===== src/rtl/pdm_deserializer.sv =====
// PDM microphone receiver: generates the mic clock, samples the 1-bit stream at the end
// of each high phase and packs WORD_W bits MSB-first into words behind a valid/ready handshake.
module pdm_deserializer #(
    parameter int CLK_DIV = 25,
    parameter int WORD_W  = 16
) (
    input  logic              clock_i,
    input  logic              reset_n_i,
    input  logic              enable_i,
    input  logic              pdm_data_i,
    output logic              pdm_clk_o,
    output logic              pdm_lrsel_o,
    output logic [WORD_W-1:0] data_o,
    output logic              valid_o,
    input  logic              ready_i,
    output logic              overrun_o
);

    // state | meaning
    // IDLE  | mic clock parked low, counters and partial word cleared
    // RUN   | mic clock toggling, one bit captured per falling edge of pdm_clk_o
    typedef enum logic {
        IDLE = 1'b0,
        RUN  = 1'b1
    } state_t;

    localparam int DIV_W = (CLK_DIV > 1) ? $clog2(CLK_DIV) : 1;
    localparam int BIT_W = (WORD_W > 1) ? $clog2(WORD_W) : 1;
    localparam logic [DIV_W-1:0] DIV_LAST = DIV_W'(CLK_DIV - 1);
    localparam logic [BIT_W-1:0] BIT_LAST = BIT_W'(WORD_W - 1);

    state_t            state_q, state_d;
    logic [DIV_W-1:0]  div_cnt_q, div_cnt_d;
    logic [BIT_W-1:0]  bit_cnt_q, bit_cnt_d;
    logic [WORD_W-2:0] shreg_q, shreg_d;
    logic              pdm_clk_q, pdm_clk_d;
    logic [WORD_W-1:0] data_q, data_d;
    logic              valid_q, valid_d;
    logic              overrun_q, overrun_d;
    logic              sync1_q, sync2_q;
    logic [WORD_W-1:0] word;
    logic              complete;

    always_ff @(posedge clock_i or negedge reset_n_i) begin
        if (!reset_n_i) begin
            sync1_q <= 1'b0;
            sync2_q <= 1'b0;
        end else begin
            sync1_q <= pdm_data_i;
            sync2_q <= sync1_q;
        end
    end

    always_ff @(posedge clock_i or negedge reset_n_i) begin
        if (!reset_n_i) begin
            state_q   <= IDLE;
            div_cnt_q <= '0;
            bit_cnt_q <= '0;
            shreg_q   <= '0;
            pdm_clk_q <= 1'b0;
            data_q    <= '0;
            valid_q   <= 1'b0;
            overrun_q <= 1'b0;
        end else begin
            state_q   <= state_d;
            div_cnt_q <= div_cnt_d;
            bit_cnt_q <= bit_cnt_d;
            shreg_q   <= shreg_d;
            pdm_clk_q <= pdm_clk_d;
            data_q    <= data_d;
            valid_q   <= valid_d;
            overrun_q <= overrun_d;
        end
    end

    assign word = {shreg_q, sync2_q};

    always_comb begin
        state_d   = state_q;
        div_cnt_d = div_cnt_q;
        bit_cnt_d = bit_cnt_q;
        shreg_d   = shreg_q;
        pdm_clk_d = pdm_clk_q;
        data_d    = data_q;
        valid_d   = valid_q;
        overrun_d = overrun_q;
        complete  = 1'b0;

        case (state_q)
            IDLE: begin
                pdm_clk_d = 1'b0;
                div_cnt_d = '0;
                bit_cnt_d = '0;
                if (enable_i) begin
                    state_d = RUN;
                end
            end
            RUN: begin
                if (!enable_i) begin
                    state_d   = IDLE;
                    pdm_clk_d = 1'b0;
                    div_cnt_d = '0;
                    bit_cnt_d = '0;
                    shreg_d   = '0;
                    overrun_d = 1'b0;
                end else if (div_cnt_q == DIV_LAST) begin
                    div_cnt_d = '0;
                    pdm_clk_d = ~pdm_clk_q;
                    // Falling edge of the mic clock ends the high phase: data is valid now.
                    if (pdm_clk_q) begin
                        shreg_d = word[WORD_W-2:0];
                        if (bit_cnt_q == BIT_LAST) begin
                            complete  = 1'b1;
                            bit_cnt_d = '0;
                        end else begin
                            bit_cnt_d = bit_cnt_q + 1'b1;
                        end
                    end
                end else begin
                    div_cnt_d = div_cnt_q + 1'b1;
                end
            end
            default: state_d = IDLE;
        endcase

        if (valid_q && ready_i) begin
            valid_d = 1'b0;
        end
        // A completed word only lands if the output slot is free or being emptied this cycle.
        if (complete) begin
            if (!valid_q || ready_i) begin
                data_d  = word;
                valid_d = 1'b1;
            end else begin
                overrun_d = 1'b1;
            end
        end
    end

    assign pdm_clk_o   = pdm_clk_q;
    assign pdm_lrsel_o = 1'b0;
    assign data_o      = data_q;
    assign valid_o     = valid_q;
    assign overrun_o   = overrun_q;

endmodule


===== config.mk =====
export PLATFORM = sky130hd
export DESIGN_NAME = pdm_deserializer
export DESIGN_NICKNAME = d
export VERILOG_FILES = /design/src/rtl/pdm_deserializer.sv
export SDC_FILE = /design/constraint.sdc
export NUM_CORES = 1
export LEC_CHECK = 0
export ABC_AREA = 1
export CAP_MARGIN = 25
export CORE_MARGIN = 10
export CORE_UTILIZATION = 51
export CTS_BUF_LIST = sky130_fd_sc_hd__clkbuf_8
export CTS_CLUSTER_SIZE = 40
export DETAILED_ROUTE_END_ITERATION = 10
export PLACE_DENSITY = 0.77
export RECOVER_POWER = 100
export SYNTH_ARGS = -nofsm -noshare
export SYNTH_HDL_FRONTEND = slang
export SYNTH_SLANG_ARGS = --single-unit

===== constraint.sdc =====
create_clock -name clock_i -period 1.4 [get_ports clock_i]
set_input_delay 0.28 -clock clock_i [delete_from_list [all_inputs] [get_ports clock_i]]
set_output_delay 0.28 -clock clock_i [all_outputs]
set_load 0.02 [all_outputs]

==> run summary, run 1 <==
Area of combinational cells with multiple inputs: 741 um^2
Async set-or-reset flop fraction in the synthesized netlist: 100%
Maximum clock frequency: 0.717 GHz
HPWL after detailed placement: 2.87 mm
Layout area overhead: 23.9%
Number of nets in the synthesized netlist: 228
Share of the synthesized area in the top cell type: 57.9%
Count of cell types in the netlist: 23
Port Buf Inserts: 23
Placer's final routability congestion estimate: 0.782
Cell area power density: 900 nW/um^2
Top-count cell post-synth: sky130_fd_sc_hd__nand2_1
CTS Buffer Depth: 2
Sequential share of the synthesized area: 57.9%
Number of antenna violations at the first check in global routing: 0
Setup repair after global routing missed its margin: true
Residual overflow from global routing: 0
Full die area: 6790 um^2
P_leak: 1.38 nW
Number of remaining DRC errors: 0
Number of antenna diodes: 0
Total setup violations reported at the end of the flow: 0
Most used flip-flop cell after synthesis: sky130_fd_sc_hd__dfrtp_1
Outcome: completed
Required time at the endpoint of the critical path: 1.60 ns
TritonCTS clock tree: done
Post-synth EDFFs: 0
Count of boundary I/O pins: 25
Setup repair bufs after CTS: 0
Crit path arrival time: 1.59 ns
Most common library cells after synthesis: sky130_fd_sc_hd__nand2_1, sky130_fd_sc_hd__dfrtp_1, sky130_fd_sc_hd__nand3_1, sky130_fd_sc_hd__nand4_1, sky130_fd_sc_hd__inv_1
Area occupied by registers: 1150 um^2
Fin. max-slew vios: 0
Vias in the first global route: 1482
Post-route minimum period: 1.40 ns
Residual antenna-violating net count after detailed routing: 0
Post-Route Skew: 0.00724 ns
Fin crit share: 99.7%
Fraction of layout instances using a drive strength above 1: 14.3%
Skew-Pair Late Insertion Delay: 0.30 ns
Largest cells by area after synthesis: sky130_fd_sc_hd__dfrtp_1, sky130_fd_sc_hd__nand2_1, sky130_fd_sc_hd__nand3_1
Number of H-tree branching levels: 2
WL per Instance: 12.9 um
Min-Delay Path Class: reg -> reg
Highest ir drop seen on vdd: 0.644 mV
Routed via count divided by cell count: 5.22
Chip height: 82.4 um
# rows: 22
Area of the mapped netlist: 1990 um^2
Initial drt markers: 180
Die Span X: 82.4 um
Effective utilization at floorplan: 53.5%
Clk Tree Root Cell: sky130_fd_sc_hd__clkbuf_8
Seq cells post-synth: 46
Multiplexer fraction of the synthesized cell area: 0%
Core region area: 3720 um^2
GRT Util Overall: 12.6%
Setup slack on the worst flop-to-flop path: 0.005 ns
Total clock buffers created by CTS: 5
Area share of fa/ha/maj cells after synthesis: 1.89%
Clock edge transition at the registers on the reported setup and hold paths: 0.08 ns
Cells after synthesis: 220
Startpoint types: flop
Xor-xnor portion of the synthesized cell area: 0.882%
Combinational family with the most area after synthesis: simple AND/OR/NAND/NOR gates
Final-layout fill cell count: 303
Worst Reg2Reg Path Length in Cells: 8
YS warnings: 0
Number of maximum-capacitance constraint violations: 0
Number of hold violations in the final report: 0
Largest fanout of any net on the critical path: 16
Wire length of the first global-routing pass: 6.68 mm
Worst relative slew slack: 59.2%
Final-layout setup total negative slack: 0 ns
Simple-gate share of the synthesized area: 32.3%
# nets final: 265
Critical path class: reg -> reg
Synthesized-area fraction occupied by ao, oa, aoi and oai cells: 0.756%
Post-detailed-routing wire length: 3.96 mm
Syn Area/Cell: 9.03 um^2
Clock sinks: 46
Type of element capturing the critical path: flop
Pin count of the biggest net entering global routing: 47
Number of search-and-repair iterations in the first detailed-routing pass: 4
Via count: 1597
Slew of the pin with the lowest slew margin: 0.611 ns
Hold Path Cell Cnt: 0
Layout Utilization: 66.3%
Cell type with the highest aggregate area in the netlist: sky130_fd_sc_hd__dfrtp_1
==> layout make-up <==
type | instances | share of cell area [%]
Clock inverter | 3 | 0.711
Timing Repair Buffer | 41 | 14.8
Clock buffer | 5 | 2.79
Inverter | 16 | 2.44
Multi-Input combinational cell | 147 | 30.1
Tap cell | 48 | 2.44
Sequential cell | 46 | 46.7
==> timing repair <==
action	CTS	global route
hold endpoints to repair	46	0
gates resized for setup	21	4
hold buffers	1	0
setup endpoints to repair	23	37
==> state kept, by name, summed over array words and instances, names as in the netlist <==
name,count
data_o,16
shreg_q,15
div_cnt_q,5
bit_cnt_q,4
overrun_o,1
pdm_clk_o,1
state_q,1
sync1_q,1
sync2_q,1
valid_o,1
==> metrics by stage <==
step           power [W]  instances  hold WS, ns  setup slack (ns)  instance area (um^2)
4_1_cts          0.00225        306        0.357          -0.00606                  2460
5_1_grt          0.00232        306        0.378            -0.117                  2460
2_1_floorplan    0.00141        220      -0.0156           -0.0330                  1990
6_report         0.00222        306        0.355           0.00462                  2460
3_5_place_dp     0.00147        297        0.279            -0.201                  2380
3_3_place_gp     0.00147        297        0.278            -0.119                  2380
==> report_power, final <==
| part | total (W) | leakage (nW) | internal [W] | switching, W |
|---|---|---|---|---|
| sequential | 0.00134 | 0.634 | 0.00134 | 0.00000510 |
| clock | 0.000778 | 0.0493 | 0.000345 | 0.000433 |
| combinational | 0.0000955 | 0.700 | 0.0000311 | 0.0000645 |
==> final timing paths <==
kind,startpoint,endpoint
max,div_cnt_q[0],data_o[0]
max in group asynchronous,reset_n_i,div_cnt_q[1]
min,sync1_q,sync2_q
min in group asynchronous,reset_n_i,div_cnt_q[3]
min reg2reg,sync1_q,sync2_q
max reg2reg,div_cnt_q[0],data_o[0]
==> placed cells by master (no fill, tap or decap), drive strengths merged <==
cell type      count
a21oi              1
buf               17
clkbuf             6
clkdlybuf4s50      1
clkinv             3
conb               1
dfrtp             46
dlygate4sd2       19
dlygate4sd3        3
ha                 3
inv               16
nand2             70
nand3             40
nand4             17
nor2               8
nor3               1
nor3b              1
o21ai              2
or2                1
xnor2              1
xor2               1
==> per-layer routing <==
| metal | wire length, um | track usage (%) |
|---|---|---|
| met3 | 251 | 3.46 |
| met2 | 1900 | 20.8 |
| met5 | 0 | 0 |
| met4 | 81 | 6.12 |
| met1 | 1730 | 14.9 |
==> critical path: stages, from the launching register on <==
cell and delay [ns]:
sky130_fd_sc_hd__dfrtp_1 0.38, sky130_fd_sc_hd__inv_1 0.06, sky130_fd_sc_hd__ha_1 0.15, sky130_fd_sc_hd__nand2_2 0.08
sky130_fd_sc_hd__nor3_4 0.24, sky130_fd_sc_hd__nand3_2 0.12, sky130_fd_sc_hd__buf_12 0.16, sky130_fd_sc_hd__nand2_1 0.05
sky130_fd_sc_hd__nand2_1 0.05
==> logic make-up (layout without fill, tap and decap cells) <==
logic type / after synthesis / count (layout)
buffers and inverters: 27 / 65
other: 1 / 1
adder cells (fa/ha/maj): 3 / 3
XOR/XNOR: 2 / 2
AO/OA/AOI/OAI: 3 / 3
flip-flops: 46 / 46
AND/OR/NAND/NOR: 138 / 138
No activity file was read; power rests on OpenSTA's default activity.
==> inputs of run 2 (changes only) <==
Settings changed: CORE_ASPECT_RATIO from default to 1.1.
==> run 2 against run 1 <==
The run now ends with setup timing left. First-iteration DRC count down 35%. Non-clock buffer count up 3. Register-to-register slack worse by 0.06 ns. Highest routed layer unchanged.
==> run summary, run 2 (synthesis gave the netlist of run 1 again) <==
Via count: 1621
Chip height: 85.5 um
CP max-delay cell: sky130_fd_sc_hd__dfrtp_1
Final-layout setup total negative slack: -0.224 ns
Skew-Pair Late Insertion Delay: 0.29 ns
Worst path cell trace: inv_1 -> ha_1 -> nand2_2 -> nor3_4 -> buf_4 -> buf_12 -> nand2_1 -> o21ai_0
Total clock buffers created by CTS: 5
Post-route minimum period: 1.46 ns
WL per Instance: 12.9 um
Pin count of the biggest net entering global routing: 47
Full die area: 6800 um^2
CTS Buffer Depth: 2
Number of search-and-repair iterations in the first detailed-routing pass: 4
Post-route setup slack: -0.0593 ns
Number of remaining DRC errors: 0
Fin. max-slew vios: 0
Residual overflow from global routing: 0
Placer's final routability congestion estimate: 0.814
Crit path arrival time: 1.68 ns
Slowest stage delay, CP: 0.38 ns
Type of element capturing the critical path: flop
GRT Util Overall: 12.6%
Worst path bufs/invs: 3
Min-Delay Path Class: reg -> reg
Cell area power density: 872 nW/um^2
Total setup violations reported at the end of the flow: 24
# rows: 23
Routed via count divided by cell count: 5.23
Hold_ws: 0.352 ns
Vias in the first global route: 1584
Highest ir drop seen on vdd: 0.510 mV
Worst relative slew slack: 58.7%
Initial drt markers: 117
Clk Tree Root Cell: sky130_fd_sc_hd__clkbuf_8
Setup repair after global routing missed its margin: true
Post-detailed-routing wire length: 4.00 mm
Post-Route Skew: 0.00609 ns
Violated checks: setup timing
Die Span X: 79.5 um
Clock edge transition at the registers on the reported setup and hold paths: 0.08 ns
Fraction of layout instances using a drive strength above 1: 14.6%
Area of all placed cells without fillers: 2510 um^2
Placed instance count: 299
Startpoint types: flop
Outcome: finished, violations left
Maximum clock frequency: 0.685 GHz
Layout area overhead: 26.4%
Number of antenna violations at the first check in global routing: 0
Number of antenna diodes: 0
Residual antenna-violating net count after detailed routing: 0
HPWL after detailed placement: 2.71 mm
Largest register FFs: 16
# nets final: 268
Core region area: 3710 um^2
Most common cell after layout, fill and taps aside: sky130_fd_sc_hd__nand2_1
Clock sinks: 46
Critical path class: reg -> reg
Slew of the pin with the lowest slew margin: 0.620 ns
Number of maximum-capacitance constraint violations: 0
Fin crit share: 104%
CP top delay family: flip-flops
Cell Count, Final, Fillers Out: 310
Final-layout fill cell count: 299
P_leak: 1.40 nW
Largest fanout of any net on the critical path: 17
TritonCTS clock tree: done
Number of hold violations in the final report: 0
Port Buf Inserts: 23
Commonest cells after routing, fill and taps aside: sky130_fd_sc_hd__nand2_1, sky130_fd_sc_hd__dfrtp_1, sky130_fd_sc_hd__nand3_1
Effective utilization at floorplan: 53.5%
Number of H-tree branching levels: 2
Required time at the endpoint of the critical path: 1.62 ns
DP Area: 2400 um^2
Count of boundary I/O pins: 25
Wire length of the first global-routing pass: 7.11 mm
## run 2: cell count changes in the layout (fill, tap and decap cells not counted), sizes merged
cell           previous run  this run
clkbuf                    6         8
clkinv                    3         1
dlygate4sd2              19        18
clkinvlp                  0         1
clkdlybuf4s15             0         1
buf                      17        18
## run 2: layout make-up
| class | count | area (um^2) | area share [%] |
|---|---|---|---|
| clock buffer | 5 | 68.8 | 2.74 |
| clock inverter | 2 | 11.3 | 0.448 |
| inverter | 16 | 60.1 | 2.39 |
| multi-input combinational | 147 | 741 | 29.5 |
| sequential | 46 | 1150 | 45.8 |
| tap | 50 | 62.6 | 2.49 |
| timing repair buffer | 44 | 418 | 16.6 |
## run 2: timing repair
| item | in CTS | in global routing |
|---|---|---|
| buffers inserted | 0 | 2 |
| hold buffers | 1 | 0 |
| gates cloned | 0 | 1 |
| endpoints found under the setup margin | 46 | 43 |
| hold endpoints to repair | 46 | 0 |
| resized for setup | 19 | 7 |
## run 2: path summary, 6_finish.rpt
check	from	to	slack [ns]	depth (start not counted)
min reg2reg	sync1_q	sync2_q	0.35	0
min	sync1_q	sync2_q	0.35	0
max in group asynchronous	reset_n_i	shreg_q[7]	0.35	3
min in group asynchronous	reset_n_i	bit_cnt_q[0]	0.64	3
max	div_cnt_q[0]	overrun_o	-0.06	8
max reg2reg	div_cnt_q[0]	overrun_o	-0.06	8
## run 2: metrics by stage
stage | setup WS [ns] | power [W] | util (%)
floorplan | -0.0330 | 0.00141 | -
global placement | -0.167 | 0.00147 | 64.6
detailed placement | -0.195 | 0.00147 | 64.6
CTS | -0.0573 | 0.00223 | 66.4
global route | -0.164 | 0.00229 | 67.7
finish | -0.0593 | 0.00219 | 67.7
## run 2: worst register-to-register path: stages (launching register included)
cell and delay [ns]:
sky130_fd_sc_hd__dfrtp_1 0.38, sky130_fd_sc_hd__inv_1 0.05, sky130_fd_sc_hd__ha_1 0.15, sky130_fd_sc_hd__nand2_2 0.09, sky130_fd_sc_hd__nor3_4 0.22, sky130_fd_sc_hd__buf_4 0.15, sky130_fd_sc_hd__buf_12 0.13, sky130_fd_sc_hd__nand2_1 0.08
sky130_fd_sc_hd__o21ai_0 0.14
## run 2: layer usage
layer  vias up  global-route usage (%)  share of wire (%)
li1        803                       -                  -
met1       782                    14.5                 44
met2        30                    21.4                 50
met3         6                    4.01                5.4
met4         0                    4.40                1.3
met5         -                       0                  0
## run 2: where the power goes
part / total [W] / internal [W] / leakage, nW / switching, W
clock: 0.000748 / 0.000335 / 0.0414 / 0.000413
combinational: 0.000102 / 0.0000349 / 0.720 / 0.0000674
sequential: 0.00134 / 0.00134 / 0.634 / 0.00000480
